$ cat src/rtl/seg7_pkg.sv
// Shared seven-segment constants and helpers for the display path.
package seg7_pkg;

    localparam int         SEG_W          = 7;
    localparam logic [6:0] SEG_BLANK      = 7'h7F;
    localparam int         DEF_NUM_DIGITS = 6;

    localparam logic [6:0] SEG_D0 = 7'b0000001;
    localparam logic [6:0] SEG_D1 = 7'b1001111;
    localparam logic [6:0] SEG_D2 = 7'b0010010;
    localparam logic [6:0] SEG_D3 = 7'b0000110;
    localparam logic [6:0] SEG_D4 = 7'b1001100;
    localparam logic [6:0] SEG_D5 = 7'b0100100;
    localparam logic [6:0] SEG_D6 = 7'b0100000;
    localparam logic [6:0] SEG_D7 = 7'b0001111;
    localparam logic [6:0] SEG_D8 = 7'b0000000;
    localparam logic [6:0] SEG_D9 = 7'b0000100;

    typedef enum logic {
        PH_BLANK = 1'b0,
        PH_DRIVE = 1'b1
    } phase_e;

    function automatic logic [7:0] onehot_n(input logic [2:0] idx);
        return ~(8'd1 << idx);
    endfunction

endpackage

$ cat src/rtl/seg7_refresh_div.sv
// Slot timer: divides clk into digit slots, tracks the scanned digit
// and flags slot starts, blank/drive phase and frame wrap.
module seg7_refresh_div
    import seg7_pkg::*;
#(
    parameter int NUM_DIGITS  = DEF_NUM_DIGITS,
    parameter int REFRESH_DIV = 1000,
    parameter int BLANK_CYC   = 16
) (
    input  logic       clk,
    input  logic       rst_n,
    input  logic       en_i,
    output logic [2:0] idx_q_o,
    output logic [2:0] idx_d_o,
    output phase_e     phase_o,
    output logic       slot_start_o,
    output logic       frame_tick_o
);

    localparam int               DIV_W    = $clog2(REFRESH_DIV);
    localparam logic [DIV_W-1:0] DIV_LAST = DIV_W'(REFRESH_DIV - 1);
    localparam logic [2:0]       IDX_LAST = 3'(NUM_DIGITS - 1);

    logic [DIV_W-1:0] div_q, div_d;
    logic [2:0]       idx_q, idx_d;
    logic             run_q, run_d;
    logic             tick_q, tick_d;
    logic             slot_start;

    always_ff @(posedge clk or negedge rst_n) begin
        if (!rst_n) begin
            div_q  <= '0;
            idx_q  <= '0;
            run_q  <= 1'b0;
            tick_q <= 1'b0;
        end else begin
            div_q  <= div_d;
            idx_q  <= idx_d;
            run_q  <= run_d;
            tick_q <= tick_d;
        end
    end

    // run_q low means the next enabled edge opens a fresh slot at idx_q
    always_comb begin
        div_d      = div_q;
        idx_d      = idx_q;
        run_d      = run_q;
        tick_d     = 1'b0;
        slot_start = 1'b0;
        unique case (1'b1)
            !en_i: begin
                div_d = '0;
                run_d = 1'b0;
            end
            en_i && !run_q: begin
                div_d      = '0;
                run_d      = 1'b1;
                slot_start = 1'b1;
            end
            en_i && run_q && (div_q == DIV_LAST): begin
                div_d      = '0;
                slot_start = 1'b1;
                if (idx_q == IDX_LAST) begin
                    idx_d  = '0;
                    tick_d = 1'b1;
                end else begin
                    idx_d = idx_q + 3'd1;
                end
            end
            en_i && run_q && (div_q != DIV_LAST): begin
                div_d = div_q + 1'b1;
            end
            default: begin
                div_d = '0;
            end
        endcase
    end

    always_comb begin
        phase_o      = PH_BLANK;
        if (en_i && (int'(div_d) >= BLANK_CYC)) begin
            phase_o = PH_DRIVE;
        end
        idx_q_o      = idx_q;
        idx_d_o      = idx_d;
        slot_start_o = slot_start;
        frame_tick_o = tick_q;
    end

endmodule

$ cat src/rtl/seg7_scan_mux.sv
// Multiplexed seven-segment driver with per-slot blanking.
// Optional colon blink: define SEG7_SCAN_COLON_BLINK_EN.
module seg7_scan_mux
    import seg7_pkg::*;
#(
    parameter int NUM_DIGITS  = DEF_NUM_DIGITS,
    parameter int REFRESH_DIV = 1000,
    parameter int BLANK_CYC   = 16
) (
    input  logic                        clk,
    input  logic                        rst_n,
    input  logic                        en,
`ifdef SEG7_SCAN_COLON_BLINK_EN
    input  logic                        blink_tick,
`endif
    input  logic [SEG_W*NUM_DIGITS-1:0] seg_in,
    output logic [SEG_W-1:0]            seg_n,
    output logic [NUM_DIGITS-1:0]       an_n,
    output logic                        dp_n,
    output logic [2:0]                  scan_idx,
    output logic                        frame_tick
);

    logic [2:0] idx_q, idx_d;
    phase_e     phase;
    logic       slot_start;
    logic       tick;

    seg7_refresh_div #(
        .NUM_DIGITS  (NUM_DIGITS),
        .REFRESH_DIV (REFRESH_DIV),
        .BLANK_CYC   (BLANK_CYC)
    ) u_div (
        .clk          (clk),
        .rst_n        (rst_n),
        .en_i         (en),
        .idx_q_o      (idx_q),
        .idx_d_o      (idx_d),
        .phase_o      (phase),
        .slot_start_o (slot_start),
        .frame_tick_o (tick)
    );

    logic [SEG_W-1:0]      pat_q, pat_d;
    logic [SEG_W-1:0]      seg_q, seg_d;
    logic [NUM_DIGITS-1:0] an_q, an_d;
    logic                  dp_q, dp_d;
    logic [7:0]            an_full;
    logic                  drive;

    always_ff @(posedge clk or negedge rst_n) begin
        if (!rst_n) begin
            pat_q <= SEG_BLANK;
            seg_q <= SEG_BLANK;
            an_q  <= '1;
            dp_q  <= 1'b1;
        end else begin
            pat_q <= pat_d;
            seg_q <= seg_d;
            an_q  <= an_d;
            dp_q  <= dp_d;
        end
    end

`ifdef SEG7_SCAN_COLON_BLINK_EN
    logic colon_q, colon_d;

    always_ff @(posedge clk or negedge rst_n) begin
        if (!rst_n) begin
            colon_q <= 1'b0;
        end else begin
            colon_q <= colon_d;
        end
    end

    always_comb begin
        colon_d = colon_q ^ blink_tick;
    end
`endif

    // Capture on the slot-opening edge so mid-slot seg_in edits cannot tear
    always_comb begin
        pat_d   = pat_q;
        if (slot_start) begin
            pat_d = seg_in[int'(idx_d)*SEG_W +: SEG_W];
        end
        drive   = (phase == PH_DRIVE);
        an_full = onehot_n(idx_d);
        an_d    = drive ? an_full[NUM_DIGITS-1:0] : '1;
        seg_d   = drive ? pat_d : SEG_BLANK;
`ifdef SEG7_SCAN_COLON_BLINK_EN
        dp_d    = ~(drive && colon_d &&
                    ((idx_d == 3'd2) || (idx_d == 3'd4)));
`else
        dp_d    = 1'b1;
`endif
    end

    assign seg_n      = seg_q;
    assign an_n       = an_q;
    assign dp_n       = dp_q;
    assign scan_idx   = idx_q;
    assign frame_tick = tick;

endmodule
$ cat config.mk
export PLATFORM = sky130hd
export DESIGN_NAME = seg7_scan_mux
export DESIGN_NICKNAME = d
export VERILOG_FILES = /design/src/rtl/seg7_pkg.sv /design/src/rtl/seg7_refresh_div.sv /design/src/rtl/seg7_scan_mux.sv
export SDC_FILE = /design/constraint.sdc
export NUM_CORES = 1
export LEC_CHECK = 0
export CAP_MARGIN = 20
export CORE_MARGIN = 2
export CORE_UTILIZATION = 50
export DETAILED_ROUTE_END_ITERATION = 7
export PLACE_DENSITY = 0.81
export SYNTH_ARGS = -nofsm -noshare
export SYNTH_HDL_FRONTEND = slang
export SYNTH_SLANG_ARGS = --single-unit
$ cat constraint.sdc
create_clock -name clk -period 2.6 [get_ports clk]
set_input_delay 0.78 -clock clk [delete_from_list [all_inputs] [get_ports clk]]
set_output_delay 0.78 -clock clk [all_outputs]
set_load 0.01 [all_outputs]
==> impl_metrics.ini, run 1 <==
[power_and_ir_drop]
switchingPower_w = 0.000281
power_frac_clock_pct = 41.1
power_density_nw_per_um2 = 370
vdd_drop_max_uv = 204
p_leak_nw = 1.28
p_seq_share_pct = 46.1
switching_share_pct = 22.3
p_comb_share_pct = 12.8
p_int_w = 0.000978

[clock_tree]
clk_path_buf_depth = 2
clkTransAtPathRegs_ps = 70
cts_tree = built
cts_buffers = 5
clock_tree.root_cell = clkbuf_8
worstSkewPairLatency_ps = 300
clock-sinks = 35
htreeDepth = 2
cts_hold_buffers = 0

[die]
initial_core_util_pct = 52.8
rows = 25
die-area_um2 = 5640
fp.coreArea_um2 = 4790
ioPinCount = 63
die_width_um = 75.1
die_height_um = 75.1

[yosys]
synthFlopType = dfstp_2
synth_largest_area_cell = dfstp_2
syn_nets = 321
syn-mean-instance-area_um2 = 9.19
synth_edf_count = 0
synth_async_sr_flop_share_pct = 100
synthesis.area_um2 = 2530
syn-instance-count = 275
netlist.area_leader.share_pct = 20.8
seq_area_frac_synth_pct = 35.7
synth.distinct_cells = 52
synth_area_leaders = dfstp_2, dfrtp_1, mux2i_1, mux2_2, nand2_1
synth-seq-cells = 35
synth_warnings = 0

[placed_design]
placed_area_um2 = 3280
globalplace.congestion = 0.848
hpwl_mm = 4.78
port_buffers = 61

[worst_hold_path]
holdPathEnd = pat_q[1]
hp-class = reg -> reg
hold_depth = 2
hold_start = pat_q[1]

[setup_path]
cp-start-kind = primary input
crit_chain = clkdlybuf4s50_1 -> nand2_1 -> nor4_4 -> buf_4 -> mux2_2 -> a2111oi_2 -> o211ai_1
crit_type = in -> reg
rr_endpoint = seg_n[2]
cp_top_family = buffers and inverters
r2r_cells = 7
worstPathArrival_ps = 2700
worst-r2r-setup-slack_ps = 250
path_buf_inv = 2
crit_slowest_cell = clkdlybuf4s50_1
worstSetupEndpointType = flop
worstPathMaxFanout = 7
cpPeakStageDelay_ps = 490
crit_required_ps = 2810
reg2reg_from = u_div.div_q[0]

[global_routing]
gr-total-overflow = 0
grt_pass1_vias = 2313
antenna_found_initial = 0
track_usage_pct = 24.9
grt_max_degree = 40
grt_pass1_wl_mm = 10.6

[routing]
antenna_left = 0
drt_wl_total_mm = 6.33
vias = 2308
viasPerCell = 5.66
drt_iter0_drc = 186
wire_per_inst_um = 15.5
drt-pass1-iter-count = 5
drc = 0

[cells_and_area]
layout.nets = 386
multi_input_area_um2 = 1490
fin_area_um2 = 3410
ff_latch_area_um2 = 901
area_growth_pct = 34.8
n_antenna_cell = 0
drive_gt1_share_pct = 23.2
fillers = 373

[sta]
finalCritPeriodShare_pct = 95.5
hold_violations = 0
final-setup-viol-count = 0
rsz0062_at_grt = no
slew_headroom_pct = 48.3
period_needed_ps = 2480
slew_viol_final = 0
holdWs_ps = 490
tightestPinTransition_ps = 768
fmax_mhz = 403
skew_ps = 12.4

[flow_run]
drv_cap = 0

[run_status]
outcome = completed
[metal layers]
metal | GRT usage [%] | vias to the layer above | wire length (um)
met5 | 0 | - | 0
met4 | 9.72 | 0 | 110
met3 | 5.35 | 9 | 257
met2 | 42.7 | 68 | 3220
met1 | 30.4 | 1101 | 2740
li1 | - | 1130 | -
[state kept, by name, summed over array words and instances (netlist names)]
| name | flops |
|---|---|
| u_div.div_q | 10 |
| pat_q | 7 |
| seg_n | 7 |
| an_n | 6 |
| u_div.idx_q_o | 3 |
| u_div.frame_tick_o | 1 |
| u_div.run_q | 1 |
[synth_stat cells (all sizes together), types with 2 or more instances]
cell / number
dfrtp: 15
o22ai: 2
inv: 10
a21oi: 4
a2111oi: 3
nor2: 16
nand4: 3
dfstp: 20
clkbuf: 13
nor2b: 5
o221ai: 3
mux2: 16
a221oi: 4
nand3: 17
nand2b: 2
nor4: 7
and4: 2
o21ai: 8
o211ai: 6
buf: 11
xnor2: 5
nor3: 5
nand2: 35
a31oi: 2
and3: 8
nor4bb: 3
xor2: 5
and3b: 2
nor3b: 2
or4: 2
a211oi: 7
mux2i: 20
[area by class of cell]
cell class	instances	area share [%]
multi-input combinational	206	43.6
sequential	35	26.5
timing repair buffer	82	22.9
tap	67	2.46
clock buffer	6	2.42
inverter	10	1.10
clock inverter	2	1.03
[tightest hold or removal path, stage by stage, from the launching register on]
cell     delay (ps)
dfstp_2         360
nand2_1          60
o21ai_1          60
[per-stage QoR]
| stage | setup TNS, ps | std cells | util, % | worst slack [ps] | power [W] |
|---|---|---|---|---|---|
| floorplan | 0 | 275 | - | 223 | 0.000646 |
| global placement | -1440 | 400 | 68.4 | -145 | 0.000744 |
| detailed placement | -1920 | 400 | 68.4 | -218 | 0.000749 |
| CTS | 0 | 408 | 70.9 | 119 | 0.00126 |
| global route | 0 | 408 | 71.2 | 0.238 | 0.00131 |
| finish | 0 | 408 | 71.2 | 117 | 0.00126 |
[cells by family (layout without fill, tap and decap cells)]
| group | Yosys count | in the layout | share of synthesized area [%] |
|---|---|---|---|
| buffers and inverters | 34 | 100 | 6.64 |
| AO/OA/AOI/OAI | 44 | 44 | 14.0 |
| adder cells (fa/ha/maj) | 1 | 1 | 0.495 |
| AND/OR/NAND/NOR | 114 | 114 | 24.6 |
| flip-flops | 35 | 35 | 35.7 |
| XOR/XNOR | 10 | 10 | 3.47 |
| multiplexers | 36 | 36 | 15.1 |
| other | 1 | 1 | 0.148 |
[power groups by stage]
stage                     clock network, W  logic (W)  registers [W]
after floorplan                          0  0.0000611       0.000585
after global placement                   0   0.000155       0.000589
after detailed placement                 0   0.000160       0.000589
after CTS                         0.000522   0.000161       0.000580
after global routing              0.000552   0.000177       0.000582
final                             0.000517   0.000161       0.000581
[how the worst max path moves through the flow]
stage	start	end	slack (ps)	cells past startpoint
floorplan	u_div.div_q[4]	seg_n[3]	220	8
global placement	en	seg_n[1]	-140	7
detailed placement	en	seg_n[0]	-220	7
CTS	en	seg_n[0]	120	7
global route	en	seg_n[4]	0.2	8
finish	en	seg_n[1]	120	7
[cell usage in the layout, fill, tap and decap left out, types with 4 or more instances in the layout]
cell / n
a211oi_1: 7
a21oi_1: 4
and3_1: 8
buf_4: 20
clkbuf_8: 6
clkdlybuf4s50_1: 61
dfrtp_1: 15
dfstp_2: 20
inv_1: 10
mux2_2: 16
mux2i_1: 20
nand2_1: 35
nand3_1: 17
nor2_1: 16
nor2b_1: 5
nor3_1: 5
nor4_2: 4
o211ai_1: 6
o21ai_0: 6
xnor2_1: 5
xor2_1: 5
[repair_timing]
action / in CTS / in global routing
buffers inserted: 0 / 0
hold endpoints to repair: 0 / 0
setup endpoints to repair: 0 / 1
resized for setup: 0 / 1
(Power assumes the default switching activity.)
==> run 2, diff against run 1 <==
ABC_AREA = 1   (was not set)
CORE_UTILIZATION = 47   (was 50)
==> run 2 against run 1 <==
  * Count of clock-buffer cells in the layout down 1
  * Routed wire length down 23%
  * Synthesized cell count down 1.1%
  * Via count down 14%
  * Fmax up 7.8%
  * Largest power group unchanged
==> impl_metrics.ini, run 2 <==
[global_routing]
track_usage_pct = 21.9
antenna_found_initial = 0
grt_pass1_wl_mm = 8.62
grt_max_degree = 36
grt_pass1_vias = 1925
gr-total-overflow = 0

[sta]
fin_setup_tns_ps = 0
fmax_mhz = 434
skew_ps = 6.10
period_needed_ps = 2300
fin_ws_ps = 296
slew_viol_final = 0
rsz0062_at_grt = no
final-setup-viol-count = 0
finalCritPeriodShare_pct = 88.6
hold_violations = 0

[yosys]
seq_area_frac_synth_pct = 44.6
synth_async_sr_flop_share_pct = 100
synth.distinct_cells = 26
synth_largest_area_cell = dfstp_2
synth-seq-cells = 35
synth_commonest_cells = nand2_1, nand3_1, dfstp_2
syn_nets = 318
syn-mean-instance-area_um2 = 7.42
synth_area_leaders = dfstp_2, nand2_1, dfrtp_1, nand3_1, nor2_1
synth_edf_count = 0
synthesis.area_um2 = 2020
synth.most_common_cell = nand2_1
netlist.area_leader.share_pct = 26.0
syn-instance-count = 272
synthFlopType = dfstp_2
synth_warnings = 0

[setup_path]
reg2reg_from = u_div.div_q[0]
path_depth = 12
worst-r2r-setup-slack_ps = 690
cp_top_family = simple AND/OR/NAND/NOR gates
crit_chain = clkdlybuf4s50_1 -> nand2_1 -> clkinv_1 -> nand3_1 -> nand2_1 -> nand2_2 -> nand2_1 -> inv_1 -> nand2_1 -> nand3_1 -> nand2_1 -> nand3_1
cp-start-kind = primary input
crit_end = seg_n[6]
cpMostUsedCell = nand2_1
cp-startpoint = en
worstSetupEndpointType = flop
worstPathArrival_ps = 2530
r2r_cells = 13
cpPeakStageDelay_ps = 440
crit_required_ps = 2830
path_buf_inv = 3
rr_endpoint = seg_n[6]
crit_slowest_cell = clkdlybuf4s50_1
crit_type = in -> reg
worstPathMaxFanout = 8

[clock_tree]
clock_tree.root_cell = clkbuf_8
worstSkewPairLatency_ps = 290
cts_buffers = 5
post-cts-setup-buffers = 0
cts_hold_buffers = 0
ctsResizeCount = 0
htreeDepth = 2
clk_path_buf_depth = 2
clock-sinks = 35
clkTransAtPathRegs_ps = 70
cts_tree = built

[cells_and_area]
fillers = 340
layout_commonest_cell = nand2_1
post-route-util_pct = 69.9
largest_register_ffs = 10
fin_area_um2 = 2840
area_growth_pct = 40.5
layout.nets = 390
drive_gt1_share_pct = 18.6
n_antenna_cell = 0
most-common-layout-cells = nand2_1, clkdlybuf4s50_1, nand3_1
regMostFlops = u_div.div_q
fin_cells = 395

[routing]
drt-pass1-iter-count = 4
drc = 0
drt_iter0_drc = 104
drt_wl_total_mm = 4.85
viasPerCell = 5.03
vias = 1985
wire_per_inst_um = 12.3
antenna_left = 0

[placed_design]
globalplace.congestion = 0.894
port_buffers = 61
dp.cells = 387
hpwl_mm = 3.88
dp_slack_ps = 19.0
placed_area_um2 = 2750

[flow_run]
drv_cap = 0

[power_and_ir_drop]
vdd_drop_max_uv = 206
p_leak_nw = 1.29
power_density_nw_per_um2 = 384

[die]
fp.coreArea_um2 = 4060
rows = 23
initial_core_util_pct = 49.7
die-area_um2 = 4830
ioPinCount = 63
die_height_um = 69.5
die_width_um = 69.5

[run_status]
outcome = completed

[worst_hold_path]
hp-class = reg -> reg
## run 2: cells by family (layout without fill, tap and decap cells)
group | count (synthesis) | after routing | synth area share [%]
adders and majority gates | 1 | 1 | 0.620
and+or+nand+nor | 202 | 202 | 46.7
buffers and inverters | 29 | 102 | 6.88
other | 1 | 1 | 0.186
DFF | 35 | 35 | 44.6
AOI/OAI and AO/OA | 4 | 4 | 0.992
## run 2: cell type report
| type | instances | area (um2) | share of cell area, % |
|---|---|---|---|
| timing repair buffer | 71 | 723 | 25.5 |
| clock inverter | 3 | 15.0 | 0.530 |
| tap | 50 | 62.6 | 2.21 |
| sequential | 35 | 901 | 31.8 |
| inverter | 23 | 86.3 | 3.05 |
| clock buffer | 5 | 68.8 | 2.43 |
| multi-input combinational | 208 | 978 | 34.5 |
## run 2: routing by layer
layer | vias up | wire length [um] | share of wire (%) | track usage [%]
met4 | 0 | 93 | 1.9 | 7.63
li1 | 1008 | - | - | -
met1 | 891 | 2200 | 45 | 29.3
met2 | 77 | 2300 | 47 | 35.8
met3 | 9 | 266 | 5.5 | 3.63
met5 | - | 0 | 0 | 0
## run 2: power breakdown
group | internal [W] | switching, W
clock | 0.000183 | 0.000192
sequential | 0.000571 | 0.00000573
combinational | 0.0000804 | 0.0000579
total | 0.000835 | 0.000256
## run 2: worst min-delay path by stage
stage	slack [ps]	start	depth (start not counted)	endpoint
after floorplan	430	u_div.div_q[0]	1	u_div.div_q[0]
after global placement	440	u_div.div_q[0]	1	u_div.div_q[0]
after detailed placement	450	u_div.div_q[0]	1	u_div.div_q[0]
after CTS	460	u_div.div_q[0]	1	u_div.div_q[0]
after global routing	480	u_div.div_q[0]	1	u_div.div_q[0]
final	450	u_div.div_q[0]	1	u_div.div_q[0]
## run 2: per-stage QoR
stage	total power [W]	hold WS, ps
after floorplan	0.000632	433
after global placement	0.000722	444
after detailed placement	0.000725	449
after CTS	0.00110	458
after global routing	0.00114	481
final	0.00109	454
==> run 3, diff against run 2 <==
CORE_MARGIN = not set   (was 2)
GPL_TIMING_DRIVEN = 0   (was not set)
==> run 3 against run 2 <==
  * Design area down 2.2%
  * Sequential power about the same
  * Global-route usage up 1.2 points
  * Die area down 5.7%
  * Critical path depth up 2
==> impl_metrics.ini, run 3 (synthesized netlist as in run 2, its figures left out) <==
[placed_design]
placed_area_um2 = 2690
dp.cells = 383
port_buffers = 61
hpwl_mm = 3.73
globalplace.congestion = 0.882
dp_slack_ps = -105

[routing]
drc = 0
vias = 1942
viasPerCell = 4.97
wire_per_inst_um = 11.8
drt_iter0_drc = 101
drt_wl_total_mm = 4.63
antenna_left = 0
drt-pass1-iter-count = 4

[die]
rows = 23
initial_core_util_pct = 49.7
die_height_um = 67.5
ioPinCount = 63
die_width_um = 67.5
fp.coreArea_um2 = 4060
die-area_um2 = 4560

[cells_and_area]
fin_area_um2 = 2770
layout_commonest_cell = nand2_1
n_antenna_cell = 0
regMostFlops = u_div.div_q
area_growth_pct = 37.4
drive_gt1_share_pct = 17.0
fin_cells = 391
layout.nets = 386
largest_register_ffs = 10
most-common-layout-cells = nand2_1, clkdlybuf4s50_1, nand3_1

[global_routing]
grt_pass1_wl_mm = 7.77
track_usage_pct = 23.1
antenna_found_initial = 0
gr-total-overflow = 0
grt_pass1_vias = 1835
grt_max_degree = 36

[sta]
rsz0062_at_grt = no
hold_violations = 0
slew_viol_final = 0
final-setup-viol-count = 0
tightestPinTransition_ps = 725
period_needed_ps = 2400
fin_setup_tns_ps = 0
skew_ps = 5.46
slew_headroom_pct = 51.7
fmax_mhz = 416
fin_ws_ps = 199
finalCritPeriodShare_pct = 92.4

[setup_path]
worstSetupEndpointType = flop
r2r_cells = 13
worstPathMaxFanout = 10
reg2reg_from = u_div.div_q[0]
cp-start-kind = primary input
crit_end = seg_n[5]
crit_required_ps = 2810
cp-startpoint = en
rr_endpoint = seg_n[5]
crit_type = in -> reg
worst-r2r-setup-slack_ps = 600
worstPathArrival_ps = 2610

[clock_tree]
worstSkewPairLatency_ps = 280
post-cts-setup-buffers = 0
htreeDepth = 2
clkTransAtPathRegs_ps = 70
clk_path_buf_depth = 2
cts_buffers = 5
cts_tree = built
clock-sinks = 35
clock_tree.root_cell = clkbuf_8

[run_status]
outcome = completed

[worst_hold_path]
hp-class = reg -> reg

[flow_run]
drv_cap = 0

[power_and_ir_drop]
p_leak_nw = 1.26
vdd_drop_max_uv = 181
power_density_nw_per_um2 = 389
power_w = 0.00108
-- run 3: cell count changes in the layout (fill, tap and decap cells not counted) --
cell | previous run | this run
buf_4 | 7 | 2
clkinv_2 | 3 | 1
buf_12 | 3 | 0
buf_2 | 0 | 1
nor2_2 | 6 | 5
clkbuf_1 | 0 | 3
clkdlybuf4s50_1 | 61 | 60
nor2_4 | 2 | 3
buf_6 | 0 | 3
-- run 3: final cells by class --
class / count / area (um2)
multi-input cells: 208 / 983
repair buffers: 61 / 606
fillers: 328 / 1280
well taps: 50 / 62.6
clock buffers: 7 / 76.3
flip-flops and latches: 35 / 901
inverters: 23 / 86.3
clock inverters: 1 / 5.00
plain buffers: 6 / 52.6
-- run 3: repair_timing --
item                                   CTS  global route
setup endpoints to repair                0             2
endpoints found under the hold margin    0             0
gates resized for setup                  0             1
hold buffers                             0             0
-- run 3: through the flow --
step           hold slack (ps)  util [%]
2_1_floorplan              433         -
3_3_place_gp               451      66.3
3_5_place_dp               470      66.2
4_1_cts                    480      68.2
5_1_grt                    512      68.3
6_report                   479      68.3
-- run 3: worst min path at each step --
stage | startpoint | to | slack [ps] | depth (start not counted)
after floorplan | u_div.div_q[0] | u_div.div_q[0] | 430 | 1
after detailed placement | u_div.div_q[0] | u_div.div_q[0] | 470 | 1
after global routing | u_div.div_q[0] | u_div.div_q[0] | 510 | 1
after global placement | u_div.div_q[0] | u_div.div_q[0] | 450 | 1
after CTS | u_div.div_q[0] | u_div.div_q[0] | 480 | 1
final | u_div.div_q[0] | u_div.div_q[0] | 480 | 1
-- run 3: per-layer routing --
metal | vias up | wire (um) | global-route usage, % | share of wire, %
li1 | 998 | - | - | -
met2 | 72 | 2210 | 38.2 | 48
met5 | - | 0 | 0 | 0
met1 | 864 | 2040 | 28.0 | 44
met4 | 0 | 82 | 10.4 | 1.8
met3 | 8 | 304 | 5.91 | 6.6
-- run 3: power by group --
group / leakage [nW] / switching (W) / internal, W
sequential: 0.406 / 0.00000540 / 0.000571
combinational: 0.807 / 0.0000562 / 0.0000779
clock: 0.0422 / 0.000181 / 0.000188
-- run 3: critical path, stage by stage --
cell and delay, ps:
clkdlybuf4s50_1 450, nand2_1 80, clkinv_1 230, nand3_2 180, nand2_4 100, nand2_4 120
inv_2 80, buf_6 140, nand2_1 70, nand2_1 50, nand2_1 50, nand3_1 90
nand2_1 100, nand3_1 70
